### src/rtl/serial_adder.sv
// Bit-serial unsigned adder: operands are captured on start, summed one bit per
// clock LSB-first, and the result/carry are published together with a one-cycle done.
module serial_adder #(
   parameter int WIDTH = 8
) (
   input  logic             clk,
   input  logic             rst_n,
   input  logic             start,
   input  logic [WIDTH-1:0] a,
   input  logic [WIDTH-1:0] b,
   output logic             busy,
   output logic             done,
   output logic [WIDTH-1:0] sum,
   output logic             cout
);

   // state | meaning
   // IDLE  | waiting for start; outputs hold the last result
   // RUN   | one operand bit pair added per clock, LSB first
   // DONE  | result valid, done pulses for this single cycle
   typedef enum logic [1:0] {
      IDLE = 2'd0,
      RUN  = 2'd1,
      DONE = 2'd2
   } state_t;

   localparam int CW = (WIDTH > 1) ? $clog2(WIDTH) : 1;
   localparam logic [CW-1:0] LAST_BIT = CW'(WIDTH - 1);

   state_t           state;
   state_t           state_nxt;
   logic [WIDTH-1:0] sh_a;
   logic [WIDTH-1:0] sh_b;
   logic [WIDTH-1:0] res;
   logic [WIDTH-1:0] res_nxt;
   logic [CW-1:0]    cnt;
   logic             carry;
   logic             bit_sum;
   logic             carry_nxt;
   logic             last;

   assign bit_sum   = sh_a[0] ^ sh_b[0] ^ carry;
   assign carry_nxt = (sh_a[0] & sh_b[0]) | (carry & (sh_a[0] ^ sh_b[0]));
   assign res_nxt   = {bit_sum, res[WIDTH-1:1]};
   assign last      = (cnt == LAST_BIT);

   assign busy = (state == RUN);
   assign done = (state == DONE);

   always_ff @(posedge clk or negedge rst_n) begin
      if (!rst_n) begin
         state <= IDLE;
      end else begin
         state <= state_nxt;
      end
   end

   always_comb begin
      state_nxt = state;
      case (state)
         IDLE:    if (start) state_nxt = RUN;
         RUN:     if (last) state_nxt = DONE;
         DONE:    state_nxt = IDLE;
         default: state_nxt = IDLE;
      endcase
   end

   always_ff @(posedge clk or negedge rst_n) begin
      if (!rst_n) begin
         sh_a  <= '0;
         sh_b  <= '0;
         res   <= '0;
         cnt   <= '0;
         carry <= 1'b0;
         sum   <= '0;
         cout  <= 1'b0;
      end else begin
         case (state)
            IDLE: begin
               if (start) begin
                  sh_a  <= a;
                  sh_b  <= b;
                  carry <= 1'b0;
                  cnt   <= '0;
               end
            end
            RUN: begin
               sh_a  <= sh_a >> 1;
               sh_b  <= sh_b >> 1;
               res   <= res_nxt;
               carry <= carry_nxt;
               cnt   <= cnt + 1'b1;
               // sum/cout only move on the final bit so they stay stable during RUN
               if (last) begin
                  sum  <= res_nxt;
                  cout <= carry_nxt;
               end
            end
            default: ;
         endcase
      end
   end

endmodule

### config.mk
export PLATFORM = sky130hd
export DESIGN_NAME = serial_adder
export DESIGN_NICKNAME = d
export VERILOG_FILES = /design/src/rtl/serial_adder.sv
export SDC_FILE = /design/constraint.sdc
export NUM_CORES = 1
export LEC_CHECK = 0
export CAP_MARGIN = 25
export CORE_MARGIN = 3
export CORE_UTILIZATION = 47
export DETAILED_ROUTE_END_ITERATION = 10
export PLACE_DENSITY = 0.75
export SLEW_MARGIN = 10
export SYNTH_ARGS = -nofsm -noshare
export SYNTH_HDL_FRONTEND = slang
export SYNTH_SLANG_ARGS = --single-unit
export TNS_END_PERCENT = 30
### constraint.sdc
create_clock -name clk -period 1.5 [get_ports clk]
set_input_delay 0.15 -clock clk [delete_from_list [all_inputs] [get_ports clk]]
set_output_delay 0.15 -clock clk [all_outputs]
set_load 0.01 [all_outputs]
Word level (Yosys, flattened, before mapping)
Index checks and enable logic that the tools add are counted.

cells by class
  reductions and logical operators = 5
  equality and inequality tests = 5
  add/sub/neg operators = 1
  bitwise gates (word level) = 5
  muxes and demuxes = 11

operators with widths
  operator                                                          number
  8-bit case mux with 2 select lines                                2
  8-bit 2-to-1 mux                                                  2
  3-bit case mux with 2 select lines                                1
  2-bit AND reduction                                               3
  2-bit 2-to-1 mux                                                  2
  2-bit case mux with 2 select lines                                1
  3-bit by 1-bit adder with 3-bit output (second input constant)    1
  3-bit == test (second input constant)                             1
  3-bit 2-to-1 mux                                                  1
  1-bit bitwise AND                                                 2
  2-bit by 1-bit == test with 1-bit output (second input constant)  1
  2-bit == test (second input constant)                             1
  2-bit logical NOT                                                 1
  2-bit by 1-bit != test with 1-bit output (second input constant)  1
  2-bit != test (second input constant)                             1
  1-bit case mux with 2 select lines                                1
  2-bit nonzero test                                                1
  1-bit bitwise XOR                                                 2
  1-bit 2-to-1 mux                                                  1
  1-bit bitwise OR                                                  1

storage, ports and cells
  flip-flop bits (word level) = 39
  bits of input ports = 19
  logic and storage cells = 35

Longest topological paths before layout
Gate-level depths: netlist (run 1).

  word-level depth = 4
  mapped depth = 5

Least setup slack after synthesis (run 1)
OpenSTA, ideal clock, no wires.

  path type = register to register
  start point = reg cnt[0]
  end point = reg cout
  data arrival time = 1.346 ns
  data required time = 1.375 ns
  period minus slack after synthesis = 1.471 ns
  stages on the path, launching flop included = 6
  buffers on the path = 1
  setup time = 0.125 ns
  slack = 0.029 ns
  path through = dfrtp_1 ha_1 ha_1 nand3b_1 buf_2 mux2_2

on the way
  longest elaborated chain between the ends = 2

ends and longest elaborated chain
  item                           RTL line  RTL
  start, declared                36        logic [CW-1:0] cnt;
  start signal, assigned         92        cnt <= cnt + 1'b1;
  3-bit == test                  45        assign last = (cnt == LAST_BIT);
  2-bit AND reduction (no line)  n/a
  end signal, assigned           96        cout <= carry_nxt;
  end, declared                  14        output logic cout

Every way passes these cells.
A chain may end at the register's enable or synchronous reset.

Worst setup path after layout (run 1)
Ends and elaborated chain as after synthesis.

==> run summary, run 1 <==
Worst EP arrival: 1.62 ns
Critical path class: flip-flop to flip-flop
Max-slew violations: 0
Peak supply drop: 1.02 mV
Mux cell area share after synthesis: 0.110
Avg Synthesized Cell Area: 12.8 um2
Max-cap violation count: 0
Synthesized flop and latch total: 38
Largest net degree at the start of global routing: 39
Chip height: 66.7 um
Filler cells: 261
Die area: 4450 um2
Cts bufs inserted: 5
H-tree Lvls: 2
WP buf/inv: 1
Synth-to-Final Area Change: 33.1%
Seq/Total Area, Yosys: 0.549
Tmin final: 1.45 ns
Tot Pwr: 4580 uW
Sequential Area: 952 um2
Worst setup SP type: flip-flop
Largest family of logic cells by synthesized area: simple AND/OR/NAND/NOR gates
Crit-path max FO: 10
Root Buffer Master: clkbuf_8
Largest stage delay on the critical path: 0.39 ns
Buffers on Ports: 29
Final setup viols: 0
Worst-skew pair later-pin latency: 0.28 ns
PwrDens: 1990 nW/um2
DRT Pass-1 Iters: 4
Syn. warnings: 0
Xor/xnor cell area share of the yosys netlist: 0
Final HPWL DP: 2370 um
CP Capture Type: flip-flop
Syn Nets: 157
Fin. Hold Viols: 0
Antenna Violating Nets Remaining: 0
Layout cell share with drive strength beyond 1: 0.266
Actual slew at the worst max-slew pin: 0.475 ns
Vias: 1233
Fin nets: 198
CTS tree: done
Die W: 66.7 um
EDFF count, synth: 0
Status: completed
Adder-cell area share of the yosys netlist: 0.0260
RSZ-0062 raised after global routing: false
Mapped cell area: 1730 um2
Post-Synthesis Cells: 135
Post-Synth Simple-Gate Area: 0.147
# rows: 21
Worst Skew: 0.00380 ns
Multi-input logic area: 682 um2
Largest delay share family, worst path: flip-flops
Rel. slew slack: 0.683
Leading register cell type out of synthesis: dfrtp_1
Initial DRC count: 88
First-pass GRT wire length: 6130 um
Period utilisation layout: 0.969
Initial antenna violation count: 0
Total placed cells including tap cells: 211
Wirelength per Cell: 15.9 um
Routability cong.: 0.732
Complex-gate fraction of the synthesized area: 0.106
Core box area: 3440 um2
CP required: 1.67 ns
# DRC: 0
Number of global-route vias before repair: 1288
Worst reg2reg startpoint: cnt[0]
Initial Util: 0.503
Max Buffers Root-to-Sink: 2
Sink Count: 38
Tightest Hold Check Type: input pin to asynchronous set/reset pin
Crit-path cells: ha_2, ha_2, nand3b_1, buf_12, mux2_2
IO Pins: 30
Post-synthesis async set-or-reset flop share: 1.00
Total gr overflow: 0
Setup TNS: 0 ns
Post-Route Utilization: 0.670
Overall global routing resource usage: 0.187
Final wirelength: 3550 um
CP startpoint: cnt[0]
Crit path top cell by count: ha_2
Fmax: 688 MHz
Ant. Diodes: 0
Crit-path slowest cell: dfrtp_1
Worst-path clk slew: 0.07 ns
Synth unique cells: 27
Final cell count without fillers: 223
Leakage power: 0.00101 uW
Via density per instance: 5.53
synth_stat cells (2+ instances only):
master / instances / area share
nor3b_1: 10 / 0.043
inv_1: 12 / 0.026
nor4bb_1: 2 / 0.012
or4b_1: 3 / 0.017
ha_1: 2 / 0.014
clkbuf_1: 4 / 0.0087
nand2b_1: 3 / 0.011
dfrtp_1: 38 / 0.55
nor4b_1: 11 / 0.056
a221oi_1: 2 / 0.010
o221a_2: 3 / 0.020
a211oi_1: 9 / 0.039
a22o_1: 3 / 0.015
mux2_2: 16 / 0.10
buf_2: 5 / 0.014
power by group:
part	internal, uW	switching (uW)	total (uW)
registers	1530	303	1830
clock network	489	342	831
logic	1130	783	1920
metrics by stage:
stage	setup WS, ns	hold slack, ns	cell area [um2]
5_1_grt	0.000723	0.476	2300
3_3_place_gp	0.0536	0.214	2130
6_report	0.0466	0.440	2300
4_1_cts	0.000802	0.447	2290
3_5_place_dp	0.00126	0.224	2130
2_1_floorplan	0.0291	-0.146	1730
cell type report:
cell class | count | area share
well taps | 46 | 0.0250
flip-flops and latches | 38 | 0.413
multi-input cells | 73 | 0.296
inverters | 13 | 0.0212
repair buffers | 45 | 0.198
clock inverters | 3 | 0.0174
clock buffers | 5 | 0.0299
worst paths after layout:
kind                             to  slack [ns]  cells after the start
setup reg to reg               cout        0.05                      5
setup / recovery               cout        0.05                      5
max in group asynchronous  state[0]        0.70                      3
min in group clk            sh_b[7]        0.49                      1
hold / removal               res[2]        0.44                      3
hold reg to reg             sh_b[7]        0.49                      1
metal layers:
layer	GRT usage	vias to the layer above	share of wire
met5	0	-	0
met3	0.0556	2	0.046
li1	-	578	-
met1	0.243	625	0.43
met4	0.0812	0	0.0087
met2	0.287	28	0.52
layout by cell type (no fill, tap or decap), types with 2 or more instances in the layout:
cell type	instances
nor4b_1	11
o221a_2	3
dfrtp_1	37
a221oi_1	2
ha_2	2
nor3b_1	10
nor4bb_1	2
a22o_1	3
clkinv_2	2
nand2b_1	3
clkdlybuf4s50_1	26
buf_4	11
or4b_1	3
a211oi_1	9
clkbuf_8	5
buf_12	2
mux2_2	15
inv_1	12
cells by family (layout without fill, tap and decap cells):
| logic type | after synthesis | in the layout |
|---|---|---|
| buffers and inverters | 24 | 66 |
| and+or+nand+nor | 31 | 31 |
| DFF | 38 | 38 |
| adders and majority gates | 3 | 3 |
| muxes | 17 | 17 |
| AOI/OAI and AO/OA | 22 | 22 |
state kept, by name, summed over array words and instances, names as in the netlist:
register and cells:
cnt 3, sh_a 8, carry 1, sum 8, state 2, sh_b 8, res 7, cout 1
worst min-delay path, delay by kind of cell:
kind	cells	cell delay [ns]
buffers and inverters	3	1.02
what timing repair did:
item                                    4_1_cts  5_1_grt
cloned                                        1        0
hold buffers                                  1        0
resized for setup                             6        3
endpoints found under the setup margin        6       11
endpoints found under the hold margin        38        0
buffers inserted                              1        1
pin swaps                                     1        1
Note: power is estimated with default switching activity, not from simulation.
==> run 2, diff against run 1 <==
--- a/config.mk
+++ b/config.mk
@@ -9,7 +9,7 @@
 export CORE_MARGIN = 3
 export CORE_UTILIZATION = 47
 export DETAILED_ROUTE_END_ITERATION = 10
-export PLACE_DENSITY = 0.75
+export PLACE_DENSITY = 0.78
 export SLEW_MARGIN = 10
 export SYNTH_ARGS = -nofsm -noshare
 export SYNTH_HDL_FRONTEND = slang
==> run summary, run 2 (synthesis results as in run 1) <==
Status: completed
Chip height: 66.7 um
Number of global-route vias before repair: 1332
# rows: 21
Top Layer Used: met4
Logic pwr share: 0.395
Actual slew at the worst max-slew pin: 0.470 ns
First-pass GRT wire length: 6050 um
Final cell count without fillers: 223
Max-slew violations: 0
RSZ-0062 raised after global routing: true
Critical path class: flip-flop to flip-flop
Rel. slew slack: 0.687
Die area: 4450 um2
M1 WL: 1480 um
Internal power: 3340 uW
Total placed cells including tap cells: 214
CTS tree: done
Final HPWL DP: 2530 um
CP required: 1.66 ns
PwrDens: 2080 nW/um2
Tot Pwr: 4780 uW
Final wirelength: 3460 um
Via density per instance: 5.47
Sw Share: 0.301
Buffers on Ports: 29
Post-Route Utilization: 0.669
Biggest regs: sh_a x8, sh_b x8, sum x8
Max Buffers Root-to-Sink: 2
# DRC: 0
Worst Skew: 0.00552 ns
Max-cap violation count: 0
Peak supply drop: 1.04 mV
IO Pins: 30
Sink Count: 38
Most frequent cells in the layout: dfrtp_1 (36), clkdlybuf4s50_1 (26), mux2_2 (15)
Cell Area, Placed: 2140 um2
H-tree Lvls: 2
Metal2 WL: 1840 um
Routability cong.: 0.756
Overall global routing resource usage: 0.182
Clock network power share: 0.219
Filler cells: 261
Total gr overflow: 0
CP Capture Type: flip-flop
Final setup viols: 0
Layout Cell Area excl Fill: 2300 um2
Worst-skew pair later-pin latency: 0.28 ns
Commonest non-fill, non-tap cell in the layout: dfrtp_1
Period utilisation layout: 0.972
Initial DRC count: 78
Fin. Hold Viols: 0
Wirelength per Cell: 15.5 um
Hold WS: 0.445 ns
Die W: 66.7 um
Root Buffer Master: clkbuf_8
Largest net degree at the start of global routing: 39
Cts bufs inserted: 5
Vias: 1220
Synth-to-Final Area Change: 32.9%
Crit-path max FO: 10
Layout cell share with drive strength beyond 1: 0.271
P_sw: 1440 uW
Leakage power: 0.00101 uW
Worst EP arrival: 1.62 ns
Antenna Violating Nets Remaining: 0
Worst setup SP type: flip-flop
Tmin final: 1.46 ns
Initial antenna violation count: 0
Share of power burned in registers: 0.387
Fmax: 686 MHz
WL met3: 95 um
Tightest Hold Check Type: input pin to asynchronous set/reset pin
Post-CTS setup repair buffer count: 0
Core box area: 3440 um2
Fin nets: 198
Worst-path clk slew: 0.07 ns
DRT Pass-1 Iters: 4
Ant. Diodes: 0
Initial Util: 0.503
==> run 2: cell count changes in the layout (fill, tap and decap cells not counted), sizes merged <==
| cell | delta |
|---|---|
| dlygate4sd2 | +1 |
| clkinv | -2 |
| clkdlybuf4s15 | -1 |
| clkbuf | +1 |
| bufinv | +1 |
==> run 2: worst max-delay path, stage by stage (launching register included) <==
cell,delay [ns]
dfrtp_1,0.39
ha_2,0.17
ha_2,0.17
nand3b_1,0.13
buf_12,0.15
mux2_2,0.33
==> run 2: worst paths after layout <==
| path | from | depth (start not counted) | to | slack [ns] |
|---|---|---|---|---|
| hold / removal | rst_n | 3 | sum[2] | 0.44 |
| setup / recovery | cnt[1] | 5 | sum[7] | 0.04 |
| min in group clk | sh_b[7] | 1 | sh_b[7] | 0.49 |
| max in group asynchronous | rst_n | 3 | state[0] | 0.71 |
| setup reg to reg | cnt[1] | 5 | sum[7] | 0.04 |
| hold reg to reg | sh_b[7] | 1 | sh_b[7] | 0.49 |
==> run 2: cell type report <==
type                       instances  area (um2)  area share
multi-input combinational         73         682       0.296
timing repair buffer              45         418       0.182
clock buffer                       6        82.6      0.0359
sequential                        38         953       0.414
inverter                          13        48.8      0.0212
clock inverter                     2        60.1      0.0261
tap                               46        57.6      0.0250
==> run 2: layer usage <==
layer	vias up	GRT usage
li1	577	-
met1	619	0.224
met2	19	0.314
met3	5	0.0371
met4	0	0.0685
met5	-	0
==> run 2: stage by stage <==
stage | TNS [ns] | setup WS [ns]
after floorplan | 0 | 0.0291
after global placement | 0 | 0.0540
after detailed placement | 0 | 0.00659
after CTS | 0 | 0.0149
after global routing | -0.0122 | -0.00742
final | 0 | 0.0415
==> run 2: repair_timing <==
item                       CTS  global route
pin swaps                    0             0
gates resized for setup      5             2
hold buffers                 1             0
setup endpoints to repair    4             9
hold endpoints to repair    38             0
==> run 2: power by group through the flow <==
| stage | clock, uW | combinational (uW) | sequential [uW] |
|---|---|---|---|
| 5_1_grt | 1120 | 2080 | 1920 |
| 2_1_floorplan | 0 | 1140 | 1820 |
| 4_1_cts | 1070 | 1900 | 1850 |
| 6_report | 1040 | 1890 | 1850 |
| 3_5_place_dp | 0 | 1890 | 1860 |
| 3_3_place_gp | 0 | 1790 | 1820 |
==> run 3, diff against run 2 <==
--- a/config.mk
+++ b/config.mk
@@ -9,7 +9,9 @@
 export CORE_MARGIN = 3
 export CORE_UTILIZATION = 47
 export DETAILED_ROUTE_END_ITERATION = 10
+export GPL_TIMING_DRIVEN = 0
 export PLACE_DENSITY = 0.78
+export RECOVER_POWER = 50
 export SLEW_MARGIN = 10
 export SYNTH_ARGS = -nofsm -noshare
 export SYNTH_HDL_FRONTEND = slang
==> constraint.sdc (replaced) <==
create_clock -name clk -period 1.23 [get_ports clk]
set_input_delay 0.123 -clock clk [delete_from_list [all_inputs] [get_ports clk]]
set_output_delay 0.123 -clock clk [all_outputs]
set_load 0.01 [all_outputs]
==> run summary, run 3 (synthesis results as in run 1) <==
# rows: 21
Max Buffers Root-to-Sink: 2
Crit-path max FO: 5
Period utilisation layout: 1.21
Actual slew at the worst max-slew pin: 0.831 ns
CTS tree: done
# DRC: 0
IO Pins: 30
Status: finished, violations left
Worst-skew pair later-pin latency: 0.29 ns
DRT Pass-1 Iters: 4
Total placed cells including tap cells: 210
Root Buffer Master: clkbuf_8
Worst EP arrival: 1.66 ns
Post-Route Utilization: 0.799
Worst-path clk slew: 0.08 ns
Core box area: 3440 um2
Number of global-route vias before repair: 1381
Antenna Violating Nets Remaining: 0
Initial DRC count: 92
Final setup viols: 37
Largest net degree at the start of global routing: 39
Critical path class: flip-flop to flip-flop
Setup TNS: -6.02 ns
Most frequent cells in the layout: dfrtp_1 (38), clkdlybuf4s50_1 (17), buf_4 (16)
Failing checks: negative setup slack
Fin. Hold Viols: 0
Cts bufs inserted: 5
Overall global routing resource usage: 0.228
Peak supply drop: 1.35 mV
Max-slew violations: 0
Final cell count without fillers: 239
Initial antenna violation count: 0
Vias: 1384
Final HPWL DP: 2350 um
Initial Util: 0.503
RSZ-0062 raised after global routing: true
Sink Count: 38
Filler cells: 191
Rel. slew slack: 0.446
CP Capture Type: flip-flop
CP required: 1.41 ns
Die area: 4450 um2
Tightest Hold Check Type: input pin to asynchronous set/reset pin
Ant. Diodes: 0
Fin worst setup slack: -0.257 ns
Fmax: 673 MHz
Commonest non-fill, non-tap cell in the layout: dfrtp_1
First-pass GRT wire length: 7290 um
Worst setup SP type: flip-flop
Final wirelength: 4880 um
Max-cap violation count: 0
Tmin final: 1.49 ns
Buffers on Ports: 29
Routability cong.: 0.871
Worst Skew: 0.00795 ns
Biggest regs: sh_a x8, sh_b x8, sum x8
Layout cell share with drive strength beyond 1: 0.451
Tot Pwr: 6660 uW
Die W: 66.7 um
Synth-to-Final Area Change: 58.7%
Wirelength per Cell: 20.4 um
Leakage power: 0.00123 uW
PwrDens: 2420 nW/um2
Fin nets: 215
Chip height: 66.7 um
Total gr overflow: 0
Via density per instance: 5.79
H-tree Lvls: 2
run 3: timing repair:
action,in CTS,in global routing
hold buffers,1,0
pin swaps,8,7
gates cloned,2,0
buffers inserted,13,6
endpoints found under the hold margin,38,0
endpoints found under the setup margin,47,38
resized for setup,83,14
run 3: stage by stage:
| step | setup WS [ns] | instance area (um2) | hold WS (ns) |
|---|---|---|---|
| 2_1_floorplan | -0.133 | 1740 | -0.173 |
| 3_3_place_gp | -0.792 | 2090 | 0.471 |
| 3_5_place_dp | -0.601 | 2090 | 0.262 |
| 4_1_cts | -0.234 | 2640 | 0.488 |
| 5_1_grt | -0.302 | 2750 | 0.511 |
| 6_report | -0.257 | 2750 | 0.462 |
run 3: report_power, final:
part	internal [uW]	leakage (uW)	switching, uW
clock network	649	0.0000573	431
logic	1880	0.000725	1450
registers	1860	0.000449	389
run 3: area by class of cell:
cell class                      instances  area (um2)  share of cell area
Clock buffer                            6        82.6              0.0300
Inverter                               13        53.8              0.0196
Tap cell                               46        57.6              0.0209
Sequential cell                        38         951               0.346
Multi-Input combinational cell         73         952               0.346
Timing Repair Buffer                   51         480               0.175
Buffer                                 11         141              0.0514
Clock inverter                          1        30.0              0.0109
run 3: final timing paths:
check / startpoint / end / slack, ns / depth (start not counted)
setup / recovery: cnt[1] / cout / -0.26 / 5
hold / removal: rst_n / res[3] / 0.46 / 2
setup reg to reg: cnt[1] / cout / -0.26 / 5
hold reg to reg: sum[3] / sum[3] / 0.50 / 1
max in group asynchronous: rst_n / sh_b[4] / 0.23 / 2
min in group clk: sum[3] / sum[3] / 0.50 / 1
run 3: layer usage:
metal | part of all wire | global-route usage | up-vias
met4 | 0.018 | 0.0787 | 0
met1 | 0.42 | 0.287 | 707
met2 | 0.52 | 0.387 | 52
li1 | - | - | 611
met5 | 0 | 0 | -
met3 | 0.046 | 0.0472 | 14
run 3: worst max-delay path: stages, from the launching register on:
cell      delay (ns)
dfrtp_1         0.42
ha_4            0.18
ha_4            0.15
nand3b_1        0.14
buf_6           0.15
mux2_2          0.32
